<file path="config.mk">
export PLATFORM = sky130hd
export DESIGN_NAME = ctrl_decode_stage
export DESIGN_NICKNAME = d
export VERILOG_FILES = /design/src/rtl/ctrl_decode_stage.sv
export SDC_FILE = /design/constraint.sdc
export NUM_CORES = 1
export LEC_CHECK = 0
export ABC_AREA = 1
export BUFFER_PORTS_ARGS = -buffer_cell sky130_fd_sc_hd__clkbuf_2
export CAP_MARGIN = 30
export CORE_MARGIN = 5
export CORE_UTILIZATION = 49
export DETAILED_ROUTE_END_ITERATION = 8
export GPL_ROUTABILITY_DRIVEN = 0
export PLACE_DENSITY = 0.8
export SYNTH_ARGS = -nofsm -noshare
export SYNTH_HDL_FRONTEND = slang
export SYNTH_SLANG_ARGS = --single-unit
</file>
<file path="constraint.sdc">
create_clock -name clk_i -period 1.71 [get_ports clk_i]
set_input_delay 0.0855 -clock clk_i [delete_from_list [all_inputs] [get_ports clk_i]]
set_output_delay 0.0855 -clock clk_i [all_outputs]
set_load 0.02 [all_outputs]
</file>
<file path="src/rtl/ctrl_decode_stage.sv">
// Registered RV32I control decoder between IF/ID and EX, with handshake, flush and load-use stall.
// Define CTRL_DECODE_MEXT_EN to accept M-extension R-type ops and add the mext_o output.
module ctrl_decode_stage #(
    parameter int ALUCTRL_W = 4,
    parameter int IMMSRC_W  = 3,
    parameter int RESSRC_W  = 2
) (
    input  logic                 clk_i,
    input  logic                 rst_ni,
    input  logic [31:0]          instr_i,
    input  logic                 in_valid_i,
    output logic                 in_ready_o,
    input  logic                 flush_i,
    input  logic                 out_ready_i,
    output logic                 out_valid_o,
    output logic                 reg_write_o,
    output logic                 mem_write_o,
    output logic                 alu_src_o,
    output logic                 branch_o,
    output logic                 jump_o,
    output logic                 jalr_o,
    output logic                 a_src_pc_o,
    output logic [RESSRC_W-1:0]  result_src_o,
    output logic [IMMSRC_W-1:0]  imm_src_o,
    output logic [ALUCTRL_W-1:0] alu_ctrl_o,
    output logic [4:0]           rd_o,
    output logic [4:0]           rs1_o,
    output logic [4:0]           rs2_o,
`ifdef CTRL_DECODE_MEXT_EN
    output logic                 mext_o,
`endif
    output logic                 illegal_o
);

    typedef struct packed {
        logic                 reg_write;
        logic                 mem_write;
        logic                 alu_src;
        logic                 branch;
        logic                 jump;
        logic                 jalr;
        logic                 a_src_pc;
        logic [RESSRC_W-1:0]  result_src;
        logic [IMMSRC_W-1:0]  imm_src;
        logic [ALUCTRL_W-1:0] alu_ctrl;
        logic [4:0]           rd;
        logic [4:0]           rs1;
        logic [4:0]           rs2;
`ifdef CTRL_DECODE_MEXT_EN
        logic                 mext;
`endif
        logic                 illegal;
    } ctrl_t;

    localparam logic [3:0] ALU_ADD   = 4'd0;
    localparam logic [3:0] ALU_SUB   = 4'd1;
    localparam logic [3:0] ALU_OR    = 4'd2;
    localparam logic [3:0] ALU_AND   = 4'd3;
    localparam logic [3:0] ALU_XOR   = 4'd4;
    localparam logic [3:0] ALU_SLT   = 4'd5;
    localparam logic [3:0] ALU_SLTU  = 4'd6;
    localparam logic [3:0] ALU_SLL   = 4'd7;
    localparam logic [3:0] ALU_SRL   = 4'd8;
    localparam logic [3:0] ALU_SRA   = 4'd9;
    localparam logic [3:0] ALU_PASSB = 4'd10;

    localparam logic [6:0] F7_ZERO = 7'b0000000;
    localparam logic [6:0] F7_ALT  = 7'b0100000;

    // alt selects sub (funct3 000) or sra (funct3 101)
    function automatic logic [3:0] alu_of(input logic [2:0] f3, input logic alt);
        case (f3)
            3'b000:  alu_of = alt ? ALU_SUB : ALU_ADD;
            3'b001:  alu_of = ALU_SLL;
            3'b010:  alu_of = ALU_SLT;
            3'b011:  alu_of = ALU_SLTU;
            3'b100:  alu_of = ALU_XOR;
            3'b101:  alu_of = alt ? ALU_SRA : ALU_SRL;
            3'b110:  alu_of = ALU_OR;
            default: alu_of = ALU_AND;
        endcase
    endfunction

    logic [6:0] opcode;
    logic [2:0] funct3;
    logic [6:0] funct7;
    logic [3:0] alu4;
    logic       ill;
    ctrl_t      dec;
    ctrl_t      ctrl_q, ctrl_d;
    logic       valid_q, valid_d;
    logic       adv, haz;

    assign opcode = instr_i[6:0];
    assign funct3 = instr_i[14:12];
    assign funct7 = instr_i[31:25];

    always_comb begin
        dec  = '0;
        alu4 = ALU_ADD;
        ill  = 1'b0;
        case (opcode)
            7'b0110011: begin
                dec.reg_write = 1'b1;
                case (funct7)
                    F7_ZERO: alu4 = alu_of(funct3, 1'b0);
                    F7_ALT: begin
                        alu4 = alu_of(funct3, 1'b1);
                        ill  = (funct3 != 3'b000) && (funct3 != 3'b101);
                    end
`ifdef CTRL_DECODE_MEXT_EN
                    7'b0000001: begin
                        alu4     = {1'b1, funct3};
                        dec.mext = 1'b1;
                    end
`endif
                    default: ill = 1'b1;
                endcase
            end
            7'b0010011: begin
                dec.reg_write = 1'b1;
                dec.alu_src   = 1'b1;
                alu4 = alu_of(funct3, (funct3 == 3'b101) && (funct7 == F7_ALT));
                // only the shift-immediates carry a funct7 field
                if (funct3 == 3'b001 && funct7 != F7_ZERO)
                    ill = 1'b1;
                if (funct3 == 3'b101 && funct7 != F7_ZERO && funct7 != F7_ALT)
                    ill = 1'b1;
            end
            7'b0000011: begin
                dec.reg_write  = 1'b1;
                dec.alu_src    = 1'b1;
                dec.result_src = RESSRC_W'(2'b01);
            end
            7'b0100011: begin
                dec.mem_write = 1'b1;
                dec.alu_src   = 1'b1;
                dec.imm_src   = IMMSRC_W'(3'b001);
            end
            7'b1100011: begin
                dec.branch  = 1'b1;
                dec.imm_src = IMMSRC_W'(3'b010);
                alu4        = ALU_SUB;
            end
            7'b1101111: begin
                dec.jump       = 1'b1;
                dec.reg_write  = 1'b1;
                dec.imm_src    = IMMSRC_W'(3'b100);
                dec.result_src = RESSRC_W'(2'b10);
            end
            7'b1100111: begin
                dec.jalr       = 1'b1;
                dec.reg_write  = 1'b1;
                dec.alu_src    = 1'b1;
                dec.result_src = RESSRC_W'(2'b10);
                ill            = (funct3 != 3'b000);
            end
            7'b0110111: begin
                dec.reg_write = 1'b1;
                dec.alu_src   = 1'b1;
                dec.imm_src   = IMMSRC_W'(3'b011);
                alu4          = ALU_PASSB;
            end
            7'b0010111: begin
                dec.reg_write = 1'b1;
                dec.alu_src   = 1'b1;
                dec.a_src_pc  = 1'b1;
                dec.imm_src   = IMMSRC_W'(3'b011);
            end
            default: ill = 1'b1;
        endcase
        dec.alu_ctrl = ALUCTRL_W'(alu4);
        // an illegal instruction travels as a side-effect-free marker
        if (ill) begin
            dec         = '0;
            dec.illegal = 1'b1;
        end
        dec.rd  = instr_i[11:7];
        dec.rs1 = instr_i[19:15];
        dec.rs2 = instr_i[24:20];
    end

    assign adv = out_ready_i | ~valid_q;
    assign haz = valid_q && (ctrl_q.result_src == RESSRC_W'(2'b01)) && (ctrl_q.rd != 5'd0)
              && ((ctrl_q.rd == instr_i[19:15]) || (ctrl_q.rd == instr_i[24:20])) && in_valid_i;
    assign in_ready_o = adv & ~haz;

    always_comb begin
        valid_d = valid_q;
        ctrl_d  = ctrl_q;
        if (flush_i || (adv && (haz || !in_valid_i))) begin
            valid_d = 1'b0;
            ctrl_d  = '0;
        end else if (adv) begin
            valid_d = 1'b1;
            ctrl_d  = dec;
        end
    end

    always_ff @(posedge clk_i or negedge rst_ni) begin
        if (!rst_ni) begin
            valid_q <= 1'b0;
            ctrl_q  <= '0;
        end else begin
            valid_q <= valid_d;
            ctrl_q  <= ctrl_d;
        end
    end

    assign out_valid_o  = valid_q;
    assign reg_write_o  = ctrl_q.reg_write;
    assign mem_write_o  = ctrl_q.mem_write;
    assign alu_src_o    = ctrl_q.alu_src;
    assign branch_o     = ctrl_q.branch;
    assign jump_o       = ctrl_q.jump;
    assign jalr_o       = ctrl_q.jalr;
    assign a_src_pc_o   = ctrl_q.a_src_pc;
    assign result_src_o = ctrl_q.result_src;
    assign imm_src_o    = ctrl_q.imm_src;
    assign alu_ctrl_o   = ctrl_q.alu_ctrl;
    assign rd_o         = ctrl_q.rd;
    assign rs1_o        = ctrl_q.rs1;
    assign rs2_o        = ctrl_q.rs2;
    assign illegal_o    = ctrl_q.illegal;
`ifdef CTRL_DECODE_MEXT_EN
    assign mext_o       = ctrl_q.mext;
`endif

endmodule

</file>
==> flow_metrics.env, run 1 <==
export IMPL_antenna_left=0
export IMPL_clock_latency_ps=280
export IMPL_critical_path_class="flop to primary output"
export IMPL_drt_total_wl_um=4752
export IMPL_area_growth_pct=29.50
export IMPL_p_leak_uw=0.001435
export IMPL_nets=390
export IMPL_cts_sinks=33
export IMPL_start_util_pct=51.01
export IMPL_p_total_uw=1626
export IMPL_drt_initial_drc_count=86
export IMPL_reg2reg_setup_slack_ps=160
export IMPL_cp_start_kind="flop"
export IMPL_post_route_period_util_pct=97.49
export IMPL_antenna_found_initial=0
export IMPL_cts_buffers=5
export IMPL_hp_start="instr_i[8]"
export IMPL_route_vias_total=1964
export IMPL_coreArea_um2=3716
export IMPL_crit_fanout=4
export IMPL_status="complete, no violations"
export IMPL_drive_gt1_share_pct=31.36
export IMPL_r2r_end="reg_write_o"
export IMPL_cts_tree="done"
export IMPL_grt_pass1_wl_um=7997
export IMPL_timing_rr_start="rd_o[1]"
export IMPL_io_buffers=70
export IMPL_fmax_mhz=599.8
export IMPL_worst_hold_slack_ps=31.47
export IMPL_hold_end="rd_o[1]"
export IMPL_setup_viol_count_final=0
export IMPL_holdPathStages=3
export IMPL_chipWidth_um=72.20
export IMPL_hold_viol_final=0
export IMPL_cap_viol_max_count=0
export IMPL_grt_pass1_vias=1900
export IMPL_dp_hpwl_um=3842
export IMPL_grtUsageTotal_pct=19.25
export IMPL_dieArea_um2=5212
export IMPL_pwr_density_cell_nw_per_um2=662.5
export IMPL_period_minus_slack_ps=1667
export IMPL_grt_overflow=0
export IMPL_firstDrtPassIters=4
export IMPL_clockBufferDepth=2
export IMPL_viasPerCell=4.886
export IMPL_worstPathRequired_ps=1620
export IMPL_yosysWarnings=0
export IMPL_die_y_um=72.20
export IMPL_synth_cell_types=25
export IMPL_syn_inst=270
export IMPL_relSlewSlack_pct=46.65
export IMPL_synth_seq_cells=33
export IMPL_drc=0
export IMPL_io_pins=71
export IMPL_grt_start_max_net_pins=34
export IMPL_finalWorstSetupSlack_ps=42.87
export IMPL_min_path_type="input port to flop"
export IMPL_num_rows=22
export IMPL_synth_area_per_cell_um2=7.021
export IMPL_rr_worst_depth=10
export IMPL_seq_area_frac_synth_pct=43.56
export IMPL_ctsRootBufferMaster="clkbuf_8"
export IMPL_clock_skew_ps=1.842
export IMPL_worstMarginPinSlew_ps=800.2
export IMPL_wl_per_cell_um=11.82
export IMPL_netlist_area_um2=1896
export IMPL_arrival_ps=1580
export IMPL_critPathCaptureType="primary output"
export IMPL_dp_slack_ps=86.78
export IMPL_syn_nets=307
export IMPL_peakVddDrop_mv=0.2608
export IMPL_diodes=0
export IMPL_rsz0062_at_grt="yes"
export IMPL_htreeDepth=2
export IMPL_drv_slew=0
export IMPL_clk_pin_slew_ps=60
## registers in the layout (all words and copies together), names as in the netlist
name	count
rd_o	5
rs1_o	5
rs2_o	5
alu_ctrl_o	4
imm_src_o	3
result_src_o	2
a_src_pc_o	1
alu_src_o	1
branch_o	1
illegal_o	1
jalr_o	1
jump_o	1
mem_write_o	1
out_valid_o	1
reg_write_o	1
## metrics by stage
step / instance area [um2] / instances / utilization [%] / TNS (ps)
final: 2455 / 402 / 66.06 / 0
after global routing: 2455 / 402 / 66.06 / -96.15
after CTS: 2412 / 398 / 64.92 / 0
after detailed placement: 2310 / 388 / 62.15 / 0
after global placement: 2310 / 388 / 62.15 / 0
after floorplan: 1896 / 270 / - / 0
## where the power goes
| group | internal (uW) | total (uW) | leakage, uW | switching [uW] |
|---|---|---|---|---|
| combinational | 97.9 | 266 | 0.000945 | 168 |
| clock | 289 | 544 | 0.0000395 | 255 |
| sequential | 801 | 817 | 0.000450 | 16.0 |
## synthesized netlist by cell type
cell type | number | share of area, %
a21oi_1 | 6 | 1.6
a21oi_4 | 1 | 0.86
and3_1 | 1 | 0.33
buf_6 | 1 | 0.59
clkbuf_1 | 2 | 0.40
dfrtp_1 | 33 | 44
inv_1 | 39 | 7.7
inv_2 | 2 | 0.40
nand2_1 | 98 | 19
nand2_2 | 2 | 0.66
nand2_4 | 1 | 0.59
nand3_1 | 18 | 4.8
nand3_2 | 1 | 0.53
nand3b_1 | 1 | 0.40
nand4_1 | 1 | 0.33
nor2_1 | 23 | 4.6
nor2_2 | 3 | 0.99
nor2_4 | 1 | 0.59
nor3_1 | 3 | 0.79
o211ai_1 | 1 | 0.40
o21a_1 | 1 | 0.40
o21ai_0 | 20 | 5.3
o21ai_1 | 1 | 0.26
o21ai_2 | 8 | 3.7
xnor2_1 | 2 | 0.92
## logic make-up (layout without fill, tap and decap cells)
family          Yosys count  after routing  synth area share [%]
simple gates            153            153                 33.93
compound gates           38             38                 12.48
buf+inv                  44            128                 9.109
xor+xnor                  2              2                0.9243
flops                    33             33                 43.56
## layer usage
layer	vias up	wire length, um	global-route usage (%)
met3	7	328	4.848
met4	0	85	6.889
met5	-	0	0
li1	1003	-	-
met2	65	2427	34.88
met1	889	1910	21.69
## final cells by class
type / count / area [um2]
fill: 350 / 1261
multi-input combinational: 193 / 913.4
sequential: 33 / 827.0
timing repair buffer: 79 / 420.4
inverter: 41 / 153.9
clock buffer: 8 / 80.08
tap: 48 / 60.06
## layout by cell type (no fill, tap or decap), types with 2 or more instances in the layout
cell type,netlist,routed
nand2_2,2,4
inv_1,39,37
clkbuf_2,0,69
nand3_1,18,18
dfrtp_1,33,32
o21ai_0,20,19
nor2_2,3,6
clkbuf_1,2,3
buf_4,0,8
clkbuf_8,0,5
inv_2,2,4
xnor2_1,2,2
a21oi_1,6,6
o21ai_2,8,9
nor2_1,23,20
nor3_1,3,3
nand2_1,98,96
## worst max path at each step
stage	from	slack (ps)	end
2_1_floorplan	rd_o[3]	250	alu_ctrl_o[3]
3_3_place_gp	rd_o[3]	150	rd_o[1]
3_5_place_dp	rd_o[3]	90	rs1_o[3]
4_1_cts	rd_o[4]	30	in_ready_o
5_1_grt	rd_o[2]	-100	in_ready_o
6_report	rd_o[2]	40	in_ready_o
## repair_timing
item,in CTS,in global routing
buffers inserted,1,4
setup endpoints to repair,1,6
pin swaps,0,4
resized for setup,4,7
endpoints found under the hold margin,33,0
hold buffers,1,0
## critical path, cell delays in order, from the launching register on
cell and delay [ps]:
dfrtp_1 430, inv_2 70, nand2_1 70, nand2_1 60
nor2_2 120, nand3_1 100, nand2_2 100, nand2_2 60
o21ai_2 120, inv_1 40, buf_2 150
Power figures use the tool's default switching activity.
==> run 2, diff against run 1 <==
--- a/config.mk
+++ b/config.mk
@@ -9,10 +9,10 @@
 export BUFFER_PORTS_ARGS = -buffer_cell sky130_fd_sc_hd__clkbuf_2
 export CAP_MARGIN = 30
 export CORE_MARGIN = 5
-export CORE_UTILIZATION = 49
+export CORE_UTILIZATION = 53
 export DETAILED_ROUTE_END_ITERATION = 8
 export GPL_ROUTABILITY_DRIVEN = 0
-export PLACE_DENSITY = 0.8
+export PLACE_DENSITY = 0.85
 export SYNTH_ARGS = -nofsm -noshare
 export SYNTH_HDL_FRONTEND = slang
 export SYNTH_SLANG_ARGS = --single-unit
==> constraint.sdc (replaced) <==
create_clock -name clk_i -period 2.1 [get_ports clk_i]
set_input_delay 0.105 -clock clk_i [delete_from_list [all_inputs] [get_ports clk_i]]
set_output_delay 0.105 -clock clk_i [all_outputs]
set_load 0.02 [all_outputs]
==> run 2 against run 1 <==
  * Global-route usage increased by 2.2 points
  * Routed wire length increased by 7.5%
  * Sequential power decreased by 19%
  * Non-clock buffer count stayed put
  * Count of clock-buffer cells in the layout shrank 1
  * Via count grew 1.9%
  * Power fell by 21%
  * First-iteration DRC count is 44% higher
  * Cell count decreased by 0.50%
  * Combinational power fell by 19%
  * Largest cell class unchanged
==> flow_metrics.env, run 2 (synthesis gave the netlist of run 1 again) <==
export IMPL_status="complete, no violations"
export IMPL_ctsRootBufferMaster="clkbuf_4"
export IMPL_clk_pin_slew_ps=100
export IMPL_most_common_layout_cells="nand2_1, clkbuf_2, inv_1, dfrtp_1, nor2_1"
export IMPL_drt_total_wl_um=5110
export IMPL_cts_sinks=33
export IMPL_diodes=0
export IMPL_critical_path_class="flop to primary output"
export IMPL_area_growth_pct=28.78
export IMPL_finalSetupTns_ps=0
export IMPL_critPathCaptureType="primary output"
export IMPL_htreeDepth=2
export IMPL_fmax_mhz=535.5
export IMPL_wl_per_cell_um=12.78
export IMPL_period_minus_slack_ps=1867
export IMPL_setup_viol_count_final=0
export IMPL_path_cells="inv_1 > nand2_1 > nand2_1 > nor2_1 > nand3_1 > nand2_1 > nand2_1 > o21ai_1 > inv_1 > clkbuf_2"
export IMPL_dp_slack_ps=335.9
export IMPL_dp_hpwl_um=3915
export IMPL_cp_start_kind="flop"
export IMPL_worstPathRequired_ps=2000
export IMPL_max_stage_delay_ps=400
export IMPL_coreArea_um2=3390
export IMPL_firstDrtPassIters=4
export IMPL_p_int_uw=923.4
export IMPL_io_pins=71
export IMPL_viasPerCell=5.003
export IMPL_grtUsageTotal_pct=21.41
export IMPL_rr_worst_depth=9
export IMPL_clock_latency_ps=340
export IMPL_drv_slew=0
export IMPL_p_leak_uw=0.001429
export IMPL_cts_buffers=5
export IMPL_sw_frac_of_total_pct=28.17
export IMPL_route_vias_total=2001
export IMPL_grt_pass1_vias=1904
export IMPL_cp_common_cell="nand2_1"
export IMPL_seqPwrFrac_pct=51.6
export IMPL_comb_power_share_pct=16.7
export IMPL_io_buffers=70
export IMPL_p_sw_uw=362.1
export IMPL_min_path_type="input port to flop"
export IMPL_clkPwrFrac_pct=31.7
export IMPL_drt_initial_drc_count=124
export IMPL_drc=0
export IMPL_cap_viol_max_count=0
export IMPL_finalWorstSetupSlack_ps=232.7
export IMPL_holdPathStages=3
export IMPL_relSlewSlack_pct=45.89
export IMPL_post_route_period_util_pct=88.92
export IMPL_dieArea_um2=4873
export IMPL_drive_gt1_share_pct=28.25
export IMPL_layout_commonest_cell="nand2_1"
export IMPL_cp_slowest_cell="dfrtp_1"
export IMPL_antenna_left=0
export IMPL_grt_start_max_net_pins=34
export IMPL_peakVddDrop_mv=0.2356
export IMPL_cts_tree="done"
export IMPL_num_rows=21
export IMPL_nets=390
export IMPL_clockBufferDepth=2
export IMPL_arrival_ps=1760
export IMPL_post_cts_buffers=0
export IMPL_rsz0062_at_grt="no"
export IMPL_hold_viol_final=0
export IMPL_grt_pass1_wl_um=8487
export IMPL_die_y_um=69.81
export IMPL_pwr_density_cell_nw_per_um2=526.6
export IMPL_chipWidth_um=69.81
export IMPL_crit_fanout=4
export IMPL_worstMarginPinSlew_ps=811.6
export IMPL_antenna_found_initial=0
export IMPL_clock_skew_ps=6.246
export IMPL_grt_overflow=0
export IMPL_start_util_pct=55.92
==> run 2: changes by cell type in the layout (fill, tap and decap cells not counted), sizes merged <==
| cell | delta |
|---|---|
| clkinv | +1 |
| dlygate4sd3 | +6 |
| buf | -7 |
==> run 2: metrics by stage <==
step           area, um2  total power (uW)  instances  hold slack, ps  util (%)
2_1_floorplan       1896             785.7        270          -190.6         -
3_3_place_gp        2300             874.0        385           220.1     67.85
3_5_place_dp        2300             878.8        385           227.9     67.85
4_1_cts             2440              1291        400           1.440     71.98
5_1_grt             2441              1334        400           11.41     72.02
6_report            2441              1286        400           11.84     72.02
==> run 2: repair_timing <==
item                                   4_1_cts  5_1_grt
setup endpoints to repair                    0        1
gates resized for setup                      0        2
hold buffers                                 7        0
endpoints found under the hold margin       39        0
==> run 2: metal layers <==
metal  wire length, um  vias to the layer above  GRT usage, %
met1              2091                      903         24.66
met5                 0                        -             0
met3               313                       12         5.362
met2              2574                       71         37.15
met4               131                        0         9.574
li1                  -                     1015             -
==> run 2: power by group through the flow <==
| stage | clock (uW) | combinational [uW] | sequential [uW] |
|---|---|---|---|
| floorplan | 0 | 90.7 | 695 |
| global placement | 0 | 200 | 674 |
| detailed placement | 0 | 204 | 675 |
| CTS | 413 | 215 | 663 |
| global route | 429 | 239 | 666 |
| finish | 407 | 215 | 663 |
==> run 2: layout make-up <==
| cell class | instances | area, um2 |
|---|---|---|
| clock inverters | 1 | 5.005 |
| clock buffers | 7 | 65.06 |
| inverters | 41 | 153.9 |
| flip-flops and latches | 33 | 827.0 |
| repair buffers | 79 | 435.4 |
| well taps | 46 | 57.56 |
| multi-input cells | 193 | 897.1 |
| fillers | 273 | 948.4 |
==> run 2: worst max-delay path, delay by kind of cell, from the launching register on <==
| family | cells | cell delay (ps) |
|---|---|---|
| AO/OA/AOI/OAI | 1 | 170 |
| buffers and inverters | 3 | 320 |
| AND/OR/NAND/NOR | 6 | 520 |
| flip-flops | 1 | 400 |
==> run 2: final timing paths <==
kind,start,to,slack [ps]
max reg2reg,rd_o[1],rs2_o[2],300
max,rd_o[3],in_ready_o,230
min,instr_i[20],rs2_o[0],10
max in group asynchronous,rst_ni,rd_o[4],1160
min in group asynchronous,rst_ni,rs1_o[0],370
min reg2reg,rs1_o[2],rs1_o[2],490
